<file path="config.mk">
export PLATFORM = sky130hd
export DESIGN_NAME = button_counter_db
export DESIGN_NICKNAME = d
export VERILOG_FILES = /design/src/rtl/button_counter_db.sv
export SDC_FILE = /design/constraint.sdc
export NUM_CORES = 1
export LEC_CHECK = 0
export BUFFER_PORTS_ARGS = -buffer_cell sky130_fd_sc_hd__buf_2
export CORE_UTILIZATION = 54
export CTS_CLUSTER_DIAMETER = 200
export DETAILED_ROUTE_END_ITERATION = 10
export GPL_TIMING_DRIVEN = 0
export PLACE_DENSITY = 0.75
export SLEW_MARGIN = 20
export SYNTH_ARGS = -nofsm -noshare
export SYNTH_HDL_FRONTEND = slang
export SYNTH_SLANG_ARGS = --single-unit
</file>
<file path="constraint.sdc">
create_clock -name clk_12M -period 2.1 [get_ports clk_12M]
set_input_delay 0.105 -clock clk_12M [delete_from_list [all_inputs] [get_ports clk_12M]]
set_output_delay 0.105 -clock clk_12M [all_outputs]
set_load 0.005 [all_outputs]
</file>
<file path="src/rtl/button_counter_db.sv">
// Two-button up/down counter with synchronizers, debouncers and an auto-count mode.
// Manual mode steps on each debounced press; auto mode steps on a periodic tick.
module button_counter_db #(
    parameter int unsigned WIDTH       = 4,
    parameter int unsigned DB_CYCLES   = 120000,
    parameter int unsigned TICK_CYCLES = 6000000
) (
    input  logic             clk_12M,
    input  logic             rst,
    input  logic             btn_up_n,
    input  logic             btn_dn_n,
    input  logic             mode,
    output logic [WIDTH-1:0] led,
    output logic             tick,
    output logic             wrap
);

    localparam int unsigned DB_W   = $clog2(DB_CYCLES);
    localparam int unsigned TICK_W = $clog2(TICK_CYCLES);
    localparam logic [DB_W-1:0]   DB_LAST   = DB_W'(DB_CYCLES - 1);
    localparam logic [TICK_W-1:0] TICK_LAST = TICK_W'(TICK_CYCLES - 1);

    // Auto-mode run/dir pair, kept across mode changes
    typedef enum logic [1:0] {
        S_RUN_UP  = 2'b00,
        S_RUN_DN  = 2'b01,
        S_HOLD_UP = 2'b10,
        S_HOLD_DN = 2'b11
    } auto_state_t;

    // Index 0 = up button, index 1 = down button
    logic [1:0]      pad_act;
    logic [1:0]      sync1;
    logic [1:0]      sync2;
    logic [1:0]      stable;
    logic [1:0]      stable_d;
    logic [1:0]      press;
    logic [DB_W-1:0] db_cnt [2];

    logic [TICK_W-1:0] tick_cnt;

    auto_state_t state;
    auto_state_t state_nxt;
    logic        up_p;
    logic        dn_p;
    logic        run_c;
    logic        dir_c;
    logic        inc_c;
    logic        dec_c;

    assign pad_act = ~{btn_dn_n, btn_up_n};
    assign up_p    = press[0];
    assign dn_p    = press[1];

    // Synchronize, debounce and detect the released->pressed edge of each button
    always_ff @(posedge clk_12M) begin
        if (rst) begin
            sync1    <= '0;
            sync2    <= '0;
            stable   <= '0;
            stable_d <= '0;
            press    <= '0;
            for (int i = 0; i < 2; i++) begin
                db_cnt[i] <= '0;
            end
        end else begin
            sync1    <= pad_act;
            sync2    <= sync1;
            stable_d <= stable;
            press    <= stable & ~stable_d;
            for (int i = 0; i < 2; i++) begin
                if (sync2[i] == stable[i]) begin
                    db_cnt[i] <= '0;
                end else if (db_cnt[i] == DB_LAST) begin
                    stable[i] <= sync2[i];
                    db_cnt[i] <= '0;
                end else begin
                    db_cnt[i] <= db_cnt[i] + DB_W'(1);
                end
            end
        end
    end

    // Tick period restarts from zero whenever auto mode is left
    always_ff @(posedge clk_12M) begin
        if (rst || !mode) begin
            tick_cnt <= '0;
            tick     <= 1'b0;
        end else begin
            tick <= (tick_cnt == TICK_LAST);
            if (tick_cnt == TICK_LAST) begin
                tick_cnt <= '0;
            end else begin
                tick_cnt <= tick_cnt + TICK_W'(1);
            end
        end
    end

    always_ff @(posedge clk_12M) begin
        if (rst) begin
            state <= S_RUN_UP;
        end else begin
            state <= state_nxt;
        end
    end

    // Steps are decided from the pre-toggle run/dir values
    always_comb begin
        state_nxt = state;
        run_c     = (state == S_RUN_UP) || (state == S_RUN_DN);
        dir_c     = (state == S_RUN_DN) || (state == S_HOLD_DN);
        inc_c     = 1'b0;
        dec_c     = 1'b0;
        if (mode) begin
            if (tick && run_c) begin
                inc_c = !dir_c;
                dec_c = dir_c;
            end
            case ({run_c ^ up_p, dir_c ^ dn_p})
                2'b10:   state_nxt = S_RUN_UP;
                2'b11:   state_nxt = S_RUN_DN;
                2'b00:   state_nxt = S_HOLD_UP;
                default: state_nxt = S_HOLD_DN;
            endcase
        end else begin
            inc_c = up_p && !dn_p;
            dec_c = dn_p && !up_p;
        end
    end

    always_ff @(posedge clk_12M) begin
        if (rst) begin
            led  <= '0;
            wrap <= 1'b0;
        end else begin
            wrap <= (inc_c && (led == '1)) || (dec_c && (led == '0));
            if (inc_c) begin
                led <= led + WIDTH'(1);
            end else if (dec_c) begin
                led <= led - WIDTH'(1);
            end
        end
    end

endmodule

</file>
Yosys cells after proc, flatten, opt, wreduce, memory -nomap -nowiden
Memories as Yosys holds them, arrays and structs flattened.
Cells that the tools add are included.
Word-level totals
  input port bits: 5
  memories kept: 1
  logic and storage cells: 97
  RAM bits: 34
  register bits after elaboration: 41
Memory list
  db_cnt: words 2, width 17, read ports 2, clocked after Yosys merged registers in 0, wr ports 2, RTL line 38  | logic [DB_W-1:0] db_cnt [2];
Operators by class
  reductions and logical operators: 20
  multiplexer cells: 37
  add/subtract/negate cells: 5
  equality and inequality tests: 10
  bitwise logic cells: 13
Operator list (count)
  $mux 17: 6
  $add 17x1->17 const B: 2
  $eq 17x17->1 const B: 2
  $mux 1: 28
  $add 23x1->23 const B: 1
  $eq 23x23->1 const B: 1
  $mux 4: 2
  $eq 2x2->1 const B: 3
  $or 1x1->1: 6
  $pmux 2 s3: 1
  $logic_and 1x1->1: 5
  $add 4x1->4 const B: 1
  $eq 4x4->1 const B: 1
  $logic_not 1->1: 4
  $logic_not 2->1: 2
  $logic_not 4->1: 1
  $logic_or 1x1->1: 4
  $not 2->2: 2
  $reduce_and 2->1: 2
  $sub 4x1->4 const B: 1
  $and 2x2->2: 1
  $eq 1x1->1: 2
  $eq 2x1->1 const B: 1
  $not 1->1: 2
  other kinds (3): 4

Longest topological paths before layout
Gate-level depths: netlist (run 1).
  depth after elaboration: 7
  mapped depth: 8
  mapped depth without buffers: 7

Least setup slack after synthesis (run 1)
Ideal clock, no wire load.
  kind: flip-flop to flip-flop
  start point: reg tick_cnt[0]
  end point: reg tick_cnt[22]
  buffers on the path: 1
  clock period less this slack: 1.942 ns
  arrival time: 1.872 ns
  cell stages (with the launch flop): 7
  data required time: 2.030 ns
  path slack: 0.158 ns
  library setup time: 0.070 ns
  path through: dfxtp_1 -> ha_1 -> nand4_2 -> or4_1 -> clkbuf_1 -> or3b_1 -> a21oi_1
Between the ends
  word-level cells in the longest chain between the ends: 2
  elaborated cells between the ends (all ways): 3
  classes of those cells: add/sub (1); eq/ne (1); reduce/logical (1)
Ends and longest elaborated chain
  start: declaration: RTL line 40  | logic [TICK_W-1:0] tick_cnt;
  start signal: assignment: RTL line 94  | tick_cnt <= tick_cnt + TICK_W'(1);
  branches (longest 2 deep; another with $add 23x1->23)
Several ways; the timed one is not identified.
A chain may end at the register's enable or synchronous reset.

Worst setup path in the final report (run 1)
  start point: reg tick_cnt[4]
  end point: reg tick_cnt[21]
The elaborated chain is that of the path after synthesis.

==> metrics.md, run 1 <==
| Metric | Value |
|---|---|
| Multi-input logic area | 1862 sq um |
| Initial antenna violation count | 0 |
| Commonest cells post-synth | 54 x nor2_1, 41 x dfxtp_1, 34 x edfxtp_1 |
| Max VDD drop | 372.5 uV |
| Die area | 7042 sq um |
| Status | finished with violations |
| Power Dens Cells | 673.9 nW/um^2 |
| Slew headroom | 0.6591 |
| Sequential share of the synthesized area | 0.5083 |
| First DRT Iteration DRCs | 107 |
| Count of final setup violators | 0 |
| Tmin final | 2002 ps |
| Routability cong. | 0.7808 |
| Total power | 0.002805 W |
| Vias in the first global route | 2526 |
| FF+latch area | 1844 sq um |
| Post-route DRC | 1 |
| Starting density of the core | 0.5642 |
| Num CTS Buffers | 9 |
| Predominant post-synthesis flop cell | dfxtp_1 |
| H-Tree Level Count | 3 |
| Post-synth EDFFs | 34 |
| ANT cells | 0 |
| Hold Violations, Final | 0 |
| Worst setup SP type | flop |
| Seq cells post-synth | 75 |
| Width of the die | 83.92 microns |
| Leak pwr | 1.400 nW |
| CTS root buf | clkbuf_8 |
| Nets@finish | 439 |
| IO Count | 11 |
| TritonCTS Sinks | 75 |
| GRT Resource Usage Total | 0.1995 |
| Final wirelength | 6369 microns |
| Largest net degree at the start of global routing | 13 |
| Ranking of synthesized cells by area | edfxtp_1 28%, dfxtp_1 23%, xnor2_1 5.8% |
| Cell area after layout | 4161 sq um |
| Via count | 2768 |
| Crit Path Max Fanout | 7 |
| TritonCTS clock tree | built |
| Layout fillers | 529 |
| Max-cap violation count | 0 |
| Synth Warn # | 0 |
| Setup CP Type | flop to flop |
| Required @ worst endpoint | 2370 ps |
| Die height | 83.92 microns |
| Vias per cell | 5.406 |
| WP data arrival | 2270 ps |
| Remaining Overflow, GRT | 0 |
| Clock Skew | 9.676 ps |
| Max-slew violations | 0 |
| Layout area overhead | 14.85% |
| Row count | 29 |
| Placed cells | 496 |
| Hold crit path type | input pin to flop |
| Post-route setup slack | 98.46 ps |
| F_max | 0.4996 GHz |
| Cells after synthesis | 377 |
| Synth cell types | 43 |
| Failing checks | DRC |
| Clk pin slew, worst setup/hold paths | 70 ps |
| Async set or reset register ratio after synthesis | 0 |
| Fin crit share | 0.9531 |
| Buffers on Ports | 9 |
| Post-Syn Area | 3623 sq um |
| Final design utilization | 0.6480 |
| Avg Cell Area, Syn | 9.611 sq um |
| Top-count cell post-synth | nor2_1 |
| Yosys top cell by area | edfxtp_1 |
| Setup Slack @ Placement | -269.3 ps |
| Clk buf depth | 2 |
| Slew @ Worst Pin | 511.3 ps |
| Synth top area share | 0.2818 |
| Core footprint | 6422 sq um |
| Post-route insts no fill | 512 |
| Cell Area, Placed | 3889 sq um |
| HPWL after DPL | 4571 microns |
| First-pass GRT wire length | 11120 microns |
| Worst setup EP type | flop |
| Clk Latency, worst-skew pair | 340 ps |
| Post-DRT Antenna Nets | 0 |
| Drt first pass iters | 7 |
| Routed length per instance | 12.44 microns |
| Layout cell share with drive strength beyond 1 | 0.1034 |
==> repair_timing <==
item                                    in CTS  in global routing
hold buffers                                 2                  0
gates cloned                                 0                  0
setup buffers                                0                  0
endpoints found under the setup margin      41                 24
pin swaps                                    0                  1
hold endpoints to repair                     2                  0
resized for setup                            9                  9
==> report_power, final <==
part	switching (W)	internal, W
sequential	0.0000351	0.00156
combinational	0.0000582	0.0000359
clock	0.000505	0.000612
==> area by class of cell <==
| type | instances | area share |
|---|---|---|
| Clock inverter | 4 | 0.01173 |
| Sequential cell | 75 | 0.4432 |
| Inverter | 12 | 0.01082 |
| Timing Repair Buffer | 11 | 0.01563 |
| Tap cell | 77 | 0.02315 |
| Clock buffer | 12 | 0.03728 |
| Buffer | 9 | 0.01082 |
| Multi-Input combinational cell | 312 | 0.4474 |
==> placed cells by master, fill, tap and decap left out, types with 3 or more instances in the layout <==
cell type  synthesis  layout
a21oi_1           21      21
and2_1             4       4
and3_1             4       4
and4_1             4       4
buf_2              1      10
clkbuf_1           9       4
clkbuf_8           0      11
conb_1             1      34
dfxtp_1           41      39
edfxtp_1          34      34
ha_1               4       3
inv_1             12      12
nand2_1           23      23
nand3_1           18      18
nand4_1           14      14
nor2_1            54      54
nor2b_1           10      10
nor3_1             7       7
nor3b_1            3       3
nor4_1             9       9
o21ai_0           14      14
o31ai_1            4       4
or3_1             14      14
or4_1              6       5
xnor2_1           24      24
xor2_1            17      17
==> cells by family (layout without fill, tap and decap cells) <==
logic type	Yosys count	after routing	share of synthesized area
DFF	75	75	0.5083
other	1	34	0.001035
adders and majority gates	4	4	0.01381
AOI/OAI and AO/OA	47	47	0.07252
xor gates and xnor gates	41	41	0.09910
muxes	2	2	0.006215
and+or+nand+nor	184	184	0.2749
buffers and inverters	23	48	0.02417
==> flip-flops by register name (all words and copies together), names as in the netlist, 2 cells and up <==
signal and flops:
db_cnt 34, tick_cnt 23, led 4, press 2, stable 2, stable_d 2
state 2, sync1 2, sync2 2
==> metrics by stage <==
step                TNS [ps]  hold WS, ps
floorplan                  0        171.7
global placement       -3267        259.1
detailed placement     -4144        269.4
CTS                        0        184.2
global route         -0.4496        233.7
finish                     0        203.7
==> layer usage <==
metal	track usage	routed length (microns)
met5	0	0
met4	0.1207	134
met3	0.03561	126
met1	0.2577	3070
met2	0.3122	3037
==> final timing paths <==
path	endpoint	cells past startpoint	slack [ps]	startpoint
setup / recovery	tick_cnt[21]$_SDFF_PP0_	5	100	tick_cnt[4]$_SDFF_PP0_
hold / removal	state[0]$_SDFFE_PP0P_	4	200	mode
setup reg to reg	tick_cnt[21]$_SDFF_PP0_	5	100	tick_cnt[4]$_SDFF_PP0_
hold reg to reg	press[1]$_SDFF_PP0_	1	390	stable_d[1]$_SDFF_PP0_
==> critical path, stage by stage, from the launching register on <==
cell and delay (ps):
dfxtp_1 480, nand4_2 210, or4_1 530, buf_2 170, or4_1 400, a21oi_1 150
Power figures use the tool's default switching activity.
==> inputs of run 2 (changes only) <==
- ABC_AREA: default -> 1
==> run 2 against run 1 <==
Net effect:
- the flow now finishes without violations
- sequential power barely moved
- combinational power rose by 12%
- sequential cell count did not move
- die area rose by 7.8%
- register-to-register slack improved by 150 ps
- power fell by 1.8%
- routed wire length rose by 15%
- non-clock buffer count fell by 3
- largest cell class unchanged
==> metrics.md, run 2 <==
| Metric | Value |
|---|---|
| Status | finished, final reports clean |
| Combinational fraction of design power | 0.038 (+0.004) |
| Count of final setup violators | 0 (unchanged) |
| Routed length per instance | 11.00 microns (-12%) |
| Worst setup SP type | flop |
| ANT cells | 0 (unchanged) |
| Core footprint | 6907 sq um (+7.5%) |
| TritonCTS Sinks | 75 (unchanged) |
| Most common cell after layout, fill and taps aside | nand2_1 |
| Layout cell share with drive strength beyond 1 | 0.08627 (-0.01718) |
| WP data arrival | 1940 ps (-330 ps) |
| Top reg by flops | db_cnt |
| HPWL after DPL | 5303 microns (+16%) |
| Required @ worst endpoint | 2200 ps (-170 ps) |
| Nets@finish | 572 (+30%) |
| H-Tree Level Count | 3 (unchanged) |
| Seq cells post-synth | 75 (unchanged) |
| Setup bufs post-CTS | 0 (unchanged) |
| Initial antenna violation count | 0 (unchanged) |
| Hold crit path type | input pin to flop |
| Row count | 30 (+3.4%) |
| Max-slew violations | 0 (unchanged) |
| First DRT Iteration DRCs | 157 (+47%) |
| Largest register FFs | 34 (unchanged) |
| Hold Violations, Final | 0 (unchanged) |
| Ranking of synthesized cells by area | edfxtp_1 26%, dfxtp_1 21%, nand2_1 9.6% |
| Max stage delay on crit path | 410 ps (-120 ps) |
| Share of power burned in registers | 0.577 (+0.009) |
| Worst R2R Start | db_cnt[0][0]$_SDFFCE_PN0P_ |
| Crit Reg-Reg Endpoint | db_cnt[0][0]$_SDFFCE_PN0P_ |
| Layout area overhead | 13.07% |
| Leak pwr | 1.657 nW (+18%) |
| Num CTS Buffers | 9 (unchanged) |
| Post-synthesis mux area share | 0 (-0.006215) |
| Synth top area share | 0.2608 (-0.02098) |
| Async set or reset register ratio after synthesis | 0 (unchanged) |
| Slew @ Worst Pin | 510.3 ps (-1.026 ps) |
| Synth Warn # | 0 (unchanged) |
| Total power | 0.002754 W (-1.8%) |
| TritonCTS clock tree | built |
| Commonest cells post-synth | 100 x nand2_1, 83 x nor2_1, 62 x inv_1 |
| Post-Syn Area | 3915 sq um (+8.0%) |
| Synthesized-area fraction occupied by adder cells | 0.01278 (-0.001029) |
| Fin crit share | 0.8795 (-0.07360) |
| Worst Setup SP | db_cnt[0][0]$_SDFFCE_PN0P_ |
| First-pass GRT wire length | 12740 microns (+15%) |
| Psw | 0.0006561 W (+9.7%) |
| Remaining Overflow, GRT | 0 (unchanged) |
| Width of the die | 87.15 microns (+3.8%) |
| Synth cell types | 30 (-30%) |
| RSZ-0062 raised after global routing | no |
| Vias in the first global route | 2990 (+18%) |
| Largest net degree at the start of global routing | 15 (+2) |
| Die height | 87.15 microns (+3.8%) |
| Main combinational cell family by area after synthesis | simple AND/OR/NAND/NOR gates |
| Drt first pass iters | 5 (-2) |
| Predominant post-synthesis flop cell | dfxtp_1 |
| Slew headroom | 0.6579 (-0.001170) |
| Yosys top cell by area | edfxtp_1 |
| Max VDD drop | 645.5 uV (+73%) |
| Setup CP Type | flop to flop |
| Commonest non-fill, non-tap cells in the layout | 100 x nand2_1, 83 x nor2_1, 62 x inv_1 |
| Power Dens Cells | 622.1 nW/um^2 (-7.7%) |
| Internal Power | 0.002098 W (-4.9%) |
| Crit-path most repeated cell | nand2_1 |
| Fraction of power consumed by the clock network | 0.385 (-0.013) |
| Routability cong. | 0.8607 (+10%) |
| Via count | 3321 (+20%) |
| Clock Skew | 11.44 ps (+1.763 ps) |
| Tmin final | 1847 ps (-154.6 ps) |
| Worst reg2reg path depth | 9 (+4) |
| Post-route DRC | 0 (-1) |
| Sequential share of the synthesized area | 0.4704 (-0.03785) |
| Max-cap violation count | 0 (unchanged) |
| Top-count cell post-synth | nand2_1 |
| Setup tns final | 0 ps (unchanged) |
| End of the critical path | db_cnt[0][0]$_SDFFCE_PN0P_ |
| CTS root buf | clkbuf_8 |
| Crit path cell chain | ha_1 > nand2_1 > nor2_4 > nand3_2 > nor2_2 > nand2_1 > nand2_2 > buf_6 > nor2_1 |
| Compound-Gate Fraction of Synth Area | 0.06775 (-0.004761) |
| Final wirelength | 7306 microns (+15%) |
| Crit Path Max Fanout | 10 (+3) |
| GRT Resource Usage Total | 0.2126 (+0.01308) |
| IO Count | 11 (unchanged) |
| Vias per cell | 5.002 (-7.5%) |
| Avg Cell Area, Syn | 7.737 sq um (-19%) |
| Post-synthesis xor/xnor area fraction | 0.03803 (-0.06107) |
| Starting density of the core | 0.5668 (+0.002655) |
| Cells after synthesis | 506 (+34%) |
| Clk Latency, worst-skew pair | 350 ps (about the same) |
| Post-DRT Antenna Nets | 0 (unchanged) |
| Clk buf depth | 2 (unchanged) |
| Worst setup EP type | flop |
| Clk pin slew, worst setup/hold paths | 80 ps (about the same) |
| Buffers on Ports | 10 (+1) |
| Critical Path Slowest Stage Cell | edfxtp_1 |
| Top Registers | db_cnt (34), tick_cnt (23), led (4) |
| Reg2Reg Setup Slack | 250 ps (+150 ps) |
| Die area | 7594 sq um (+7.8%) |
| Simple-gate share of the synthesized area | 0.3400 (+0.06518) |
| F_max | 0.5414 GHz (+8.4%) |
| Post-synth EDFFs | 34 (unchanged) |
| Sw frac | 0.2382 (+0.02490) |
run 2: repair_timing:
item / CTS / global route
hold endpoints to repair: 3 / 0
resized for setup: 0 / 0
endpoints found under the setup margin: 0 / 0
hold buffers: 3 / 0
run 2: kinds of logic after synthesis:
kind of cell / after synthesis
simple gates: 289
flops: 75
buf+inv: 68
compound gates: 52
xor+xnor: 17
fa+ha+maj: 4
other cells: 1
run 2: worst max-delay path: cells and delay by family (launching register included):
kind,cells,cell delay (ps)
adders and majority gates,1,190
buffers and inverters,1,160
DFF,1,410
and+or+nand+nor,7,840
run 2: worst min-delay path by stage:
| stage | startpoint | end | slack [ps] | depth (start not counted) |
|---|---|---|---|---|
| after global placement | btn_dn_n | sync1[1]$_SDFF_PP0_ | 260 | 2 |
| after CTS | mode | tick$_SDFF_PP0_ | 70 | 3 |
| final | mode | tick$_SDFF_PP0_ | 90 | 3 |
| after floorplan | btn_dn_n | sync1[1]$_SDFF_PP0_ | 170 | 1 |
| after detailed placement | btn_dn_n | sync1[1]$_SDFF_PP0_ | 260 | 2 |
| after global routing | mode | tick$_SDFF_PP0_ | 90 | 3 |
run 2: cell type report:
type	instances	area (sq um)
Buffer	4	33.78
Clock buffer	11	152.6
Clock inverter	5	35.03
Fill cell	638	2480
Inverter	64	240.2
Multi-Input combinational cell	396	1923
Sequential cell	75	1842
Tap cell	96	120.1
Timing Repair Buffer	13	80.08
run 2: per-layer routing:
metal	part of all wire	GRT usage
met5	0	0
met4	0.011	0.06259
met3	0.034	0.04550
met2	0.46	0.3400
met1	0.49	0.2909
run 2: power by group through the flow:
| stage | Combinational [W] | Sequential [W] | Clock (W) |
|---|---|---|---|
| finish | 0.000105 | 0.00159 | 0.00106 |
| detailed placement | 0.0000996 | 0.00162 | 0 |
| global placement | 0.0000980 | 0.00162 | 0 |
| floorplan | 0.0000776 | 0.00161 | 0 |
| global route | 0.000122 | 0.00159 | 0.00114 |
| CTS | 0.000104 | 0.00159 | 0.00109 |
run 2: metrics by stage:
stage / utilization / hold slack, ps / cell area [sq um] / setup slack [ps] / cells
2_1_floorplan: - / 171.7 / 4039 / 521.5 / 539
3_3_place_gp: 0.6094 / 257.9 / 4209 / 302.7 / 645
3_5_place_dp: 0.6094 / 257.5 / 4209 / 271.9 / 645
4_1_cts: 0.6409 / 70.38 / 4427 / 261.0 / 664
5_1_grt: 0.6409 / 94.53 / 4427 / 88.44 / 664
6_report: 0.6409 / 91.58 / 4427 / 253.0 / 664
==> inputs of run 3 (changes only) <==
--- a/config.mk
+++ b/config.mk
@@ -9,3 +9,4 @@
 export BUFFER_PORTS_ARGS = -buffer_cell sky130_fd_sc_hd__buf_2
-export CORE_UTILIZATION = 54
+export CAP_MARGIN = 20
+export CORE_UTILIZATION = 48
 export CTS_CLUSTER_DIAMETER = 200
@@ -13,3 +14,3 @@
 export GPL_TIMING_DRIVEN = 0
-export PLACE_DENSITY = 0.75
+export PLACE_DENSITY = 0.68
 export SLEW_MARGIN = 20
==> constraint.sdc (replaced) <==
create_clock -name clk_12M -period 2.1 [get_ports clk_12M]
set_input_delay 0 -clock clk_12M [delete_from_list [all_inputs] [get_ports clk_12M]]
set_output_delay 0 -clock clk_12M [all_outputs]
set_load 0.005 [all_outputs]
==> run 3 against run 2 <==
Net effect:
- clock skew grew 1.1 ps
- worst hold slack better by 240 ps
- non-clock buffer count up 1
- highest routed layer unchanged
- clock power down 6%
- sequential share of layout area is the same
- power fell by 2.2%
- count of clock-buffer cells in the layout stayed put
- critical path type unchanged
- first-iteration DRC count grew 24%
- combinational power hardly changed
- largest cell class unchanged
- sequential cell count is the same
==> metrics.md, run 3 (synthesized netlist as in run 2, its figures left out) <==
| Metric | Value |
|---|---|
| Layout area overhead | 13.07% (unchanged) |
| Top reg by flops | db_cnt |
| Power Dens Cells | 608.4 nW/um^2 (-2.2%) |
| Worst setup SP type | flop |
| Setup tns final | 0 ps (unchanged) |
| Routed length per instance | 11.25 microns (+2.2%) |
| Largest net degree at the start of global routing | 14 (-1) |
| RSZ-0062 raised after global routing | no |
| Buffers on Ports | 10 (unchanged) |
| Most common cell after layout, fill and taps aside | nand2_1 |
| Final wirelength | 7547 microns (+3.3%) |
| GRT Resource Usage Total | 0.1925 (-0.02011) |
| F_max | 0.5260 GHz (-2.9%) |
| TritonCTS clock tree | built |
| Clk Latency, worst-skew pair | 350 ps (about the same) |
| Hold_ws | 333.2 ps (+241.7 ps) |
| Initial antenna violation count | 0 (unchanged) |
| Core footprint | 7807 sq um (+13%) |
| First DRT Iteration DRCs | 194 (+24%) |
| Setup bufs post-CTS | 0 (unchanged) |
| Clk buf depth | 2 (unchanged) |
| Status | finished, final reports clean |
| Drt first pass iters | 5 (unchanged) |
| Total power | 0.002693 W (-2.2%) |
| Vias in the first global route | 3120 (+4.3%) |
| TritonCTS Sinks | 75 (unchanged) |
| Die area | 8521 sq um (+12%) |
| Slew headroom | 0.6681 (+0.01016) |
| Clock Skew | 12.53 ps (+1.089 ps) |
| Layout cell share with drive strength beyond 1 | 0.08612 (-0.0001516) |
| Fin crit share | 0.9054 (+0.02587) |
| Largest register FFs | 34 (unchanged) |
| Hold Violations, Final | 0 (unchanged) |
| Max-cap violation count | 0 (unchanged) |
| Starting density of the core | 0.5014 (-0.06541) |
| Commonest non-fill, non-tap cells in the layout | 100 x nand2_1, 83 x nor2_1, 62 x inv_1 |
| Required @ worst endpoint | 2200 ps (about the same) |
| Slew @ Worst Pin | 495.2 ps (-15.15 ps) |
| Nets@finish | 573 (+0.17%) |
| Number of hold buffers added after cts | 4 (+1) |
| Via count | 3334 (+0.39%) |
| Clk pin slew, worst setup/hold paths | 80 ps (about the same) |
| Vias per cell | 4.969 (-0.66%) |
| Worst setup EP type | flop |
| Hold crit path type | input pin to flop |
| Width of the die | 92.31 microns (+5.9%) |
| Routability cong. | 0.8209 (-4.6%) |
| Leak pwr | 1.651 nW (-0.34%) |
| Max-slew violations | 0 (unchanged) |
| WP data arrival | 2010 ps (+70 ps) |
| H-Tree Level Count | 3 (unchanged) |
| IO Count | 11 (unchanged) |
| Layout fillers | 749 (+17%) |
| HPWL after DPL | 5491 microns (+3.6%) |
| CTS root buf | clkbuf_8 |
| Max VDD drop | 352.6 uV (-45%) |
| FF+latch area | 1842 sq um (unchanged) |
| Post-route DRC | 0 (unchanged) |
| Tmin final | 1901 ps (+54.32 ps) |
| Num CTS Buffers | 9 (unchanged) |
| Crit Path Max Fanout | 10 (unchanged) |
| Count of final setup violators | 0 (unchanged) |
| Top Registers | db_cnt (34), tick_cnt (23), led (4) |
| First-pass GRT wire length | 13070 microns (+2.6%) |
| Die height | 92.31 microns (+5.9%) |
| Post-DRT Antenna Nets | 0 (unchanged) |
| Multi-input logic area | 1923 sq um (unchanged) |
| Remaining Overflow, GRT | 0 (unchanged) |
| ANT cells | 0 (unchanged) |
| PostCTS Resize Cnt | 0 (unchanged) |
| Setup CP Type | flop to flop |
| Row count | 32 (+6.7%) |
## run 3: changes by cell type in the layout (fill, tap and decap cells not counted), sizes merged
cell | previous run | this run
clkinvlp | 0 | 1
dlygate4sd3 | 3 | 4
inv | 66 | 65
## run 3: where the power goes
part	switching (W)	internal, W
sequential	0.0000320	0.00156
combinational	0.0000707	0.0000370
clock	0.000540	0.000457
total	0.000643	0.00205
## run 3: critical path: stages (launching register included)
cell,delay (ps)
edfxtp_1,380
ha_1,210
nand3_2,130
nor2_1,290
nand3_1,170
nand2_2,200
buf_4,220
nor2_1,60
## run 3: worst paths after layout
path | start | to | slack (ps) | cells after the start
setup reg to reg | db_cnt[1][0]$_SDFFCE_PN0P_ | db_cnt[1][12]$_SDFFCE_PN0P_ | 200 | 7
hold reg to reg | stable_d[1]$_SDFF_PP0_ | press[1]$_SDFF_PP0_ | 400 | 1
setup / recovery | db_cnt[1][0]$_SDFFCE_PN0P_ | db_cnt[1][12]$_SDFFCE_PN0P_ | 200 | 7
hold / removal | btn_dn_n | sync1[1]$_SDFF_PP0_ | 330 | 3
## run 3: per-layer routing
layer | GRT usage | share of wire | wire length (microns) | vias up
met1 | 0.2453 | 0.49 | 3699 | 1500
li1 | - | - | - | 1765
met5 | 0 | 0 | 0 | -
met3 | 0.03202 | 0.039 | 291 | 10
met4 | 0.08203 | 0.016 | 123 | 0
met2 | 0.3216 | 0.45 | 3433 | 59
## run 3: area by class of cell
cell class                      count  share of cell area
Multi-Input combinational cell    396              0.4344
Sequential cell                    75              0.4161
Inverter                           64             0.05427
Clock buffer                       11             0.03194
Tap cell                          102             0.02883
Timing Repair Buffer               14             0.02035
Buffer                              4            0.007631
Clock inverter                      5            0.006501
## run 3: per-stage QoR
step / instance area (sq um) / cells / setup slack (ps) / utilization
floorplan: 4039 / 539 / 521.5 / -
global placement: 4217 / 651 / 257.5 / 0.5401
detailed placement: 4217 / 651 / 238.9 / 0.5401
CTS: 4427 / 671 / 227.6 / 0.5670
global route: 4427 / 671 / 46.95 / 0.5670
finish: 4427 / 671 / 198.7 / 0.5670
